`src/rtl/bcd_timer_pkg.sv`:
```
// Shared types and helpers for the BCD countdown timer.
// Used by the digit cells and the timer top level.
package bcd_timer_pkg;

  typedef enum logic [1:0] {
    ST_IDLE  = 2'd0,
    ST_RUN   = 2'd1,
    ST_PAUSE = 2'd2,
    ST_DONE  = 2'd3
  } state_t;

  localparam int          BCD_W   = 4;
  localparam logic [3:0]  BCD_MAX = 4'd9;

  // Clamp an out-of-range nibble (10..15) to the largest decimal digit.
  function automatic logic [BCD_W-1:0] sanitize(input logic [BCD_W-1:0] n);
    return (n > BCD_MAX) ? BCD_MAX : n;
  endfunction

endpackage

```
`src/rtl/bcd_down_digit.sv`:
```
// One decimal digit of a down-counting borrow chain.
// Wraps 0 -> 9 on decrement and requests a borrow from the next digit.
module bcd_down_digit
  import bcd_timer_pkg::*;
(
  input  logic             clk,
  input  logic             reset,
  input  logic             dec_in,
  input  logic             load,
  input  logic [BCD_W-1:0] load_digit,
  output logic [BCD_W-1:0] digit,
  output logic             borrow_out
);

  logic [BCD_W-1:0] r_digit;

  always_ff @(posedge clk or posedge reset) begin
    if (reset) begin
      r_digit <= '0;
    end else if (load) begin
      r_digit <= load_digit;
    end else if (dec_in) begin
      r_digit <= (r_digit == '0) ? BCD_MAX : r_digit - 1'b1;
    end
  end

  assign digit      = r_digit;
  assign borrow_out = dec_in && (r_digit == '0);

endmodule

```
`src/rtl/bcd_countdown_timer.sv`:
```
// Multi-digit BCD countdown timer with IDLE/RUN/PAUSE/DONE control,
// expiry pulse and non-BCD preset flag.
module bcd_countdown_timer
  import bcd_timer_pkg::*;
#(
  parameter int DIGITS = 4
) (
  input  logic                    clk,
  input  logic                    reset,
  input  logic                    load,
  input  logic [BCD_W*DIGITS-1:0] load_value,
  input  logic                    start,
  input  logic                    stop,
  input  logic                    tick,
  output logic [BCD_W*DIGITS-1:0] count,
  output logic                    running,
  output logic                    done,
  output logic                    zero_pulse,
  output logic                    load_err
);

  localparam int W = BCD_W * DIGITS;

  state_t         r_state;
  state_t         w_state_next;
  logic           r_zero_pulse;
  logic           r_load_err;
  logic           w_zero_evt;
  logic           w_dec;
  logic           w_count_zero;
  logic           w_count_one;
  logic [DIGITS:0]  w_borrow;
  logic [DIGITS-1:0] w_bad;
  logic [W-1:0]   w_count;

  // A tick only counts in RUN and only when nothing of higher priority is present.
  assign w_dec       = (r_state == ST_RUN) && tick && !stop && !load;
  assign w_borrow[0] = w_dec;

  generate
    for (genvar gi = 0; gi < DIGITS; gi++) begin : g_digit
      assign w_bad[gi] = (load_value[gi*BCD_W +: BCD_W] > BCD_MAX);

      bcd_down_digit u_digit (
        .clk        (clk),
        .reset      (reset),
        .dec_in     (w_borrow[gi]),
        .load       (load),
        .load_digit (sanitize(load_value[gi*BCD_W +: BCD_W])),
        .digit      (w_count[gi*BCD_W +: BCD_W]),
        .borrow_out (w_borrow[gi+1])
      );
    end
  endgenerate

  // "Next value is 0" is equivalent to the present value being exactly 1.
  assign w_count_zero = (w_count == '0);
  assign w_count_one  = (w_count == W'(1));

  always_ff @(posedge clk or posedge reset) begin
    if (reset) begin
      r_state      <= ST_IDLE;
      r_zero_pulse <= 1'b0;
      r_load_err   <= 1'b0;
    end else begin
      r_state      <= w_state_next;
      r_zero_pulse <= w_zero_evt;
      r_load_err   <= load && (|w_bad);
    end
  end

  always_comb begin
    w_state_next = r_state;
    w_zero_evt   = 1'b0;
    if (load) begin
      w_state_next = ST_IDLE;
    end else begin
      case (r_state)
        ST_IDLE: begin
          if (!stop && start) begin
            if (w_count_zero) begin
              w_state_next = ST_DONE;
              w_zero_evt   = 1'b1;
            end else begin
              w_state_next = ST_RUN;
            end
          end
        end
        ST_RUN: begin
          if (stop) begin
            w_state_next = ST_PAUSE;
          end else if (tick && w_count_one) begin
            w_state_next = ST_DONE;
            w_zero_evt   = 1'b1;
          end
        end
        ST_PAUSE: begin
          if (!stop && start) begin
            w_state_next = ST_RUN;
          end
        end
        ST_DONE: begin
          w_state_next = ST_DONE;
        end
        default: begin
          w_state_next = ST_IDLE;
        end
      endcase
    end
  end

  assign count      = w_count;
  assign running    = (r_state == ST_RUN);
  assign done       = (r_state == ST_DONE);
  assign zero_pulse = r_zero_pulse;
  assign load_err   = r_load_err;

endmodule
```
`config.mk`:
```
export PLATFORM = sky130hd
export DESIGN_NAME = bcd_countdown_timer
export DESIGN_NICKNAME = d
export VERILOG_FILES = /design/src/rtl/bcd_timer_pkg.sv /design/src/rtl/bcd_down_digit.sv /design/src/rtl/bcd_countdown_timer.sv
export SDC_FILE = /design/constraint.sdc
export NUM_CORES = 1
export LEC_CHECK = 0
export CORE_AREA = 5 5 66 68
export CTS_CLUSTER_SIZE = 8
export DETAILED_ROUTE_END_ITERATION = 8
export DIE_AREA = 0 0 71 73
export PLACE_DENSITY_LB_ADDON = 0.3
export SYNTH_ARGS = -nofsm -noshare
export SYNTH_HDL_FRONTEND = slang
export SYNTH_HIERARCHICAL = 1
export SYNTH_SLANG_ARGS = --single-unit
```
`constraint.sdc`:
```
create_clock -name clk -period 4.36 [get_ports clk]
set_input_delay 0.654 -clock clk [delete_from_list [all_inputs] [get_ports clk]]
set_output_delay 0.654 -clock clk [all_outputs]
set_load 0.01 [all_outputs]
```
==> impl_metrics.env <==
export IMPL_outcome="complete, no violations"
export IMPL_finalCritPeriodShare_pct=91.8
export IMPL_postRouteAntennaNets=0
export IMPL_die_h_um=73
export IMPL_io_buffers=41
export IMPL_dr_pass1_iters=4
export IMPL_swShare_pct=28.2
export IMPL_placedCellCount=229
export IMPL_postCtsHoldBufs=0
export IMPL_layout_cells_non_filler=232
export IMPL_final_nets=206
export IMPL_cts_tree="yes"
export IMPL_top_usage_layer="met2"
export IMPL_use_met2_pct=21.2
export IMPL_start_util_pct=34.3
export IMPL_die_area_um2=5180
export IMPL_grtUsageMet3_pct=2.34
export IMPL_grt_overflow=0
export IMPL_grt_max_degree=29
export IMPL_finClkSkew_ns=0.000923
export IMPL_power_mw=0.469
export IMPL_setup_ws_ns=0.355
export IMPL_maxCapViolations=0
export IMPL_synth_nets=161
export IMPL_fp_dieW_um=71
export IMPL_leakagePower_nw=0.703
export IMPL_row_count=23
export IMPL_finalWirelength_um=3140
export IMPL_ff2ff_setup_slack_ns=0.72
export IMPL_worst_pin_slew_ns=0.447
export IMPL_rsz0062_at_grt="no"
export IMPL_hold_path_class="register to register"
export IMPL_r2r_start="r_state[1]"
export IMPL_syn_avg_cell_area_um2=9.38
export IMPL_end_kind="register"
export IMPL_finalCriticalPeriod_ns=4.00
export IMPL_holdWs_ns=0.569
export IMPL_start_kind="primary input"
export IMPL_syn_cell_area_um2=1300
export IMPL_cp_data_arrival_time_ns=4.18
export IMPL_detailedPlace_worstSlack_ns=0.127
export IMPL_relSlewSlack_pct=69.9
export IMPL_yosys_warnings=6
export IMPL_drt_initial_drc_count=77
export IMPL_grt_usage_pct=12.6
export IMPL_wl_per_cell_um=13.5
export IMPL_clockRootBuffer="clkbuf_8"
export IMPL_clock_latency_ns=0.25
export IMPL_met1_usage_pct=16.2
export IMPL_holdPathStages=1
export IMPL_clk_pin_slew_worst_paths_ns=0.07
export IMPL_n_antenna_cell=0
export IMPL_cp_data_required_time_ns=4.53
export IMPL_r2r_end="g_digit[3].u_digit/digit[2]"
export IMPL_min_from="r_state[0]"
export IMPL_worstPathMaxFanout=4
export IMPL_ir_drop_mv=0.0989
export IMPL_internal_power_mw=0.337
export IMPL_fmaxAchievable_mhz=250
export IMPL_gp_congestion=0.786
export IMPL_antenna_found_initial=0
export IMPL_io_pins=42
export IMPL_startpoint="load"
export IMPL_r2r_cells=11
export IMPL_vias=1141
export IMPL_drc=0
export IMPL_maxSlewViolCount=0
export IMPL_dpl_hpwl_um=2480
export IMPL_finalSetupTns_ns=0
export IMPL_seq_power_share_pct=49.4
export IMPL_grt_pass1_vias=1207
export IMPL_syn2layout_area_growth_pct=40.0
export IMPL_core_area_um2=3800
export IMPL_crit_type="primary input to register"
export IMPL_numClockSinks=20
export IMPL_min_to="zero_pulse"
export IMPL_comb_power_share_pct=25.9
export IMPL_cts_htree_levels=1
export IMPL_cts_made_buffers=3
export IMPL_power_switching_mw=0.132
export IMPL_grt_pass1_wl_um=5380
export IMPL_post_cts_buffers=0
export IMPL_power_density_nw_per_um2=257
export IMPL_drive_gt1_share_pct=11.5
export IMPL_cts_path_max_buffers=2
export IMPL_pwr_share_clk_pct=24.7
export IMPL_viasPerCell=4.92
export IMPL_postSynthCellCount=139
export IMPL_setup_viol=0
export IMPL_post_cts_resized=0
export IMPL_hold_violations=0
-- sequential cells by signal (all words and copies together) (netlist names) --
signal,cells
g_digit.u_digit/digit,16
load_err,1
r_state,2
zero_pulse,1
-- critical path, stage by stage --
cell	delay, ns
clkdlybuf4s50_1	0.44
nor4b_2	0.36
and2_1	0.28
nor4b_2	0.30
nor2b_1	0.23
nor4b_2	0.28
nor2b_1	0.21
nor4b_2	0.29
nor2b_1	0.39
nand2b_4	0.09
or4b_1	0.50
a31oi_1	0.16
-- worst max-delay path by stage --
stage	endpoint	slack [ns]	cells after the start
global route	g_digit[3].u_digit/digit[2]	0.11	12
CTS	g_digit[3].u_digit/digit[2]	0.35	12
floorplan	g_digit[3].u_digit/digit[2]	0.51	11
global placement	g_digit[3].u_digit/digit[2]	0.27	12
finish	g_digit[3].u_digit/digit[2]	0.36	12
detailed placement	g_digit[3].u_digit/digit[2]	0.13	12
-- placed cells by master, fill, tap and decap left out, types with 3 or more instances in the layout --
cell type	instances
nor4_2	3
or3_1	4
nand2b_4	4
clkdlybuf4s50_1	41
o21ai_0	8
a2bb2oi_1	4
buf_4	3
nand2_1	10
nand2b_1	5
inv_1	10
clkbuf_8	3
a21oi_1	5
nor4b_2	5
dfrtp_1	20
nor2b_1	12
xnor2_1	8
o21ai_1	8
nor2_1	9
or4b_1	4
a31oi_1	4
-- layout make-up --
type                       count  area (µm²)
tap                           50        62.6
multi-input combinational    105         751
inverter                      10        37.5
sequential                    20         500
clock buffer                   3        41.3
timing repair buffer          44         433
fill                         389        1970
-- layer usage --
layer,up-vias,wire length [µm]
met5,-,0
met4,0,21
met3,2,189
met2,38,1570
met1,521,1360
li1,580,-
-- stage by stage --
stage,util [%],instance area (µm²)
CTS,48.1,1830
finish,48.1,1830
global route,48.1,1830
global placement,47.0,1780
floorplan,-,1300
detailed placement,47.0,1780
-- power groups by stage --
stage / Sequential [mW] / Combinational, mW / Clock [mW]
global route: 0.237 / 0.132 / 0.131
floorplan: 0.236 / 0.0495 / 0
CTS: 0.232 / 0.123 / 0.120
detailed placement: 0.236 / 0.122 / 0
global placement: 0.234 / 0.121 / 0
finish: 0.232 / 0.121 / 0.116
Power figures use the tool's default switching activity.
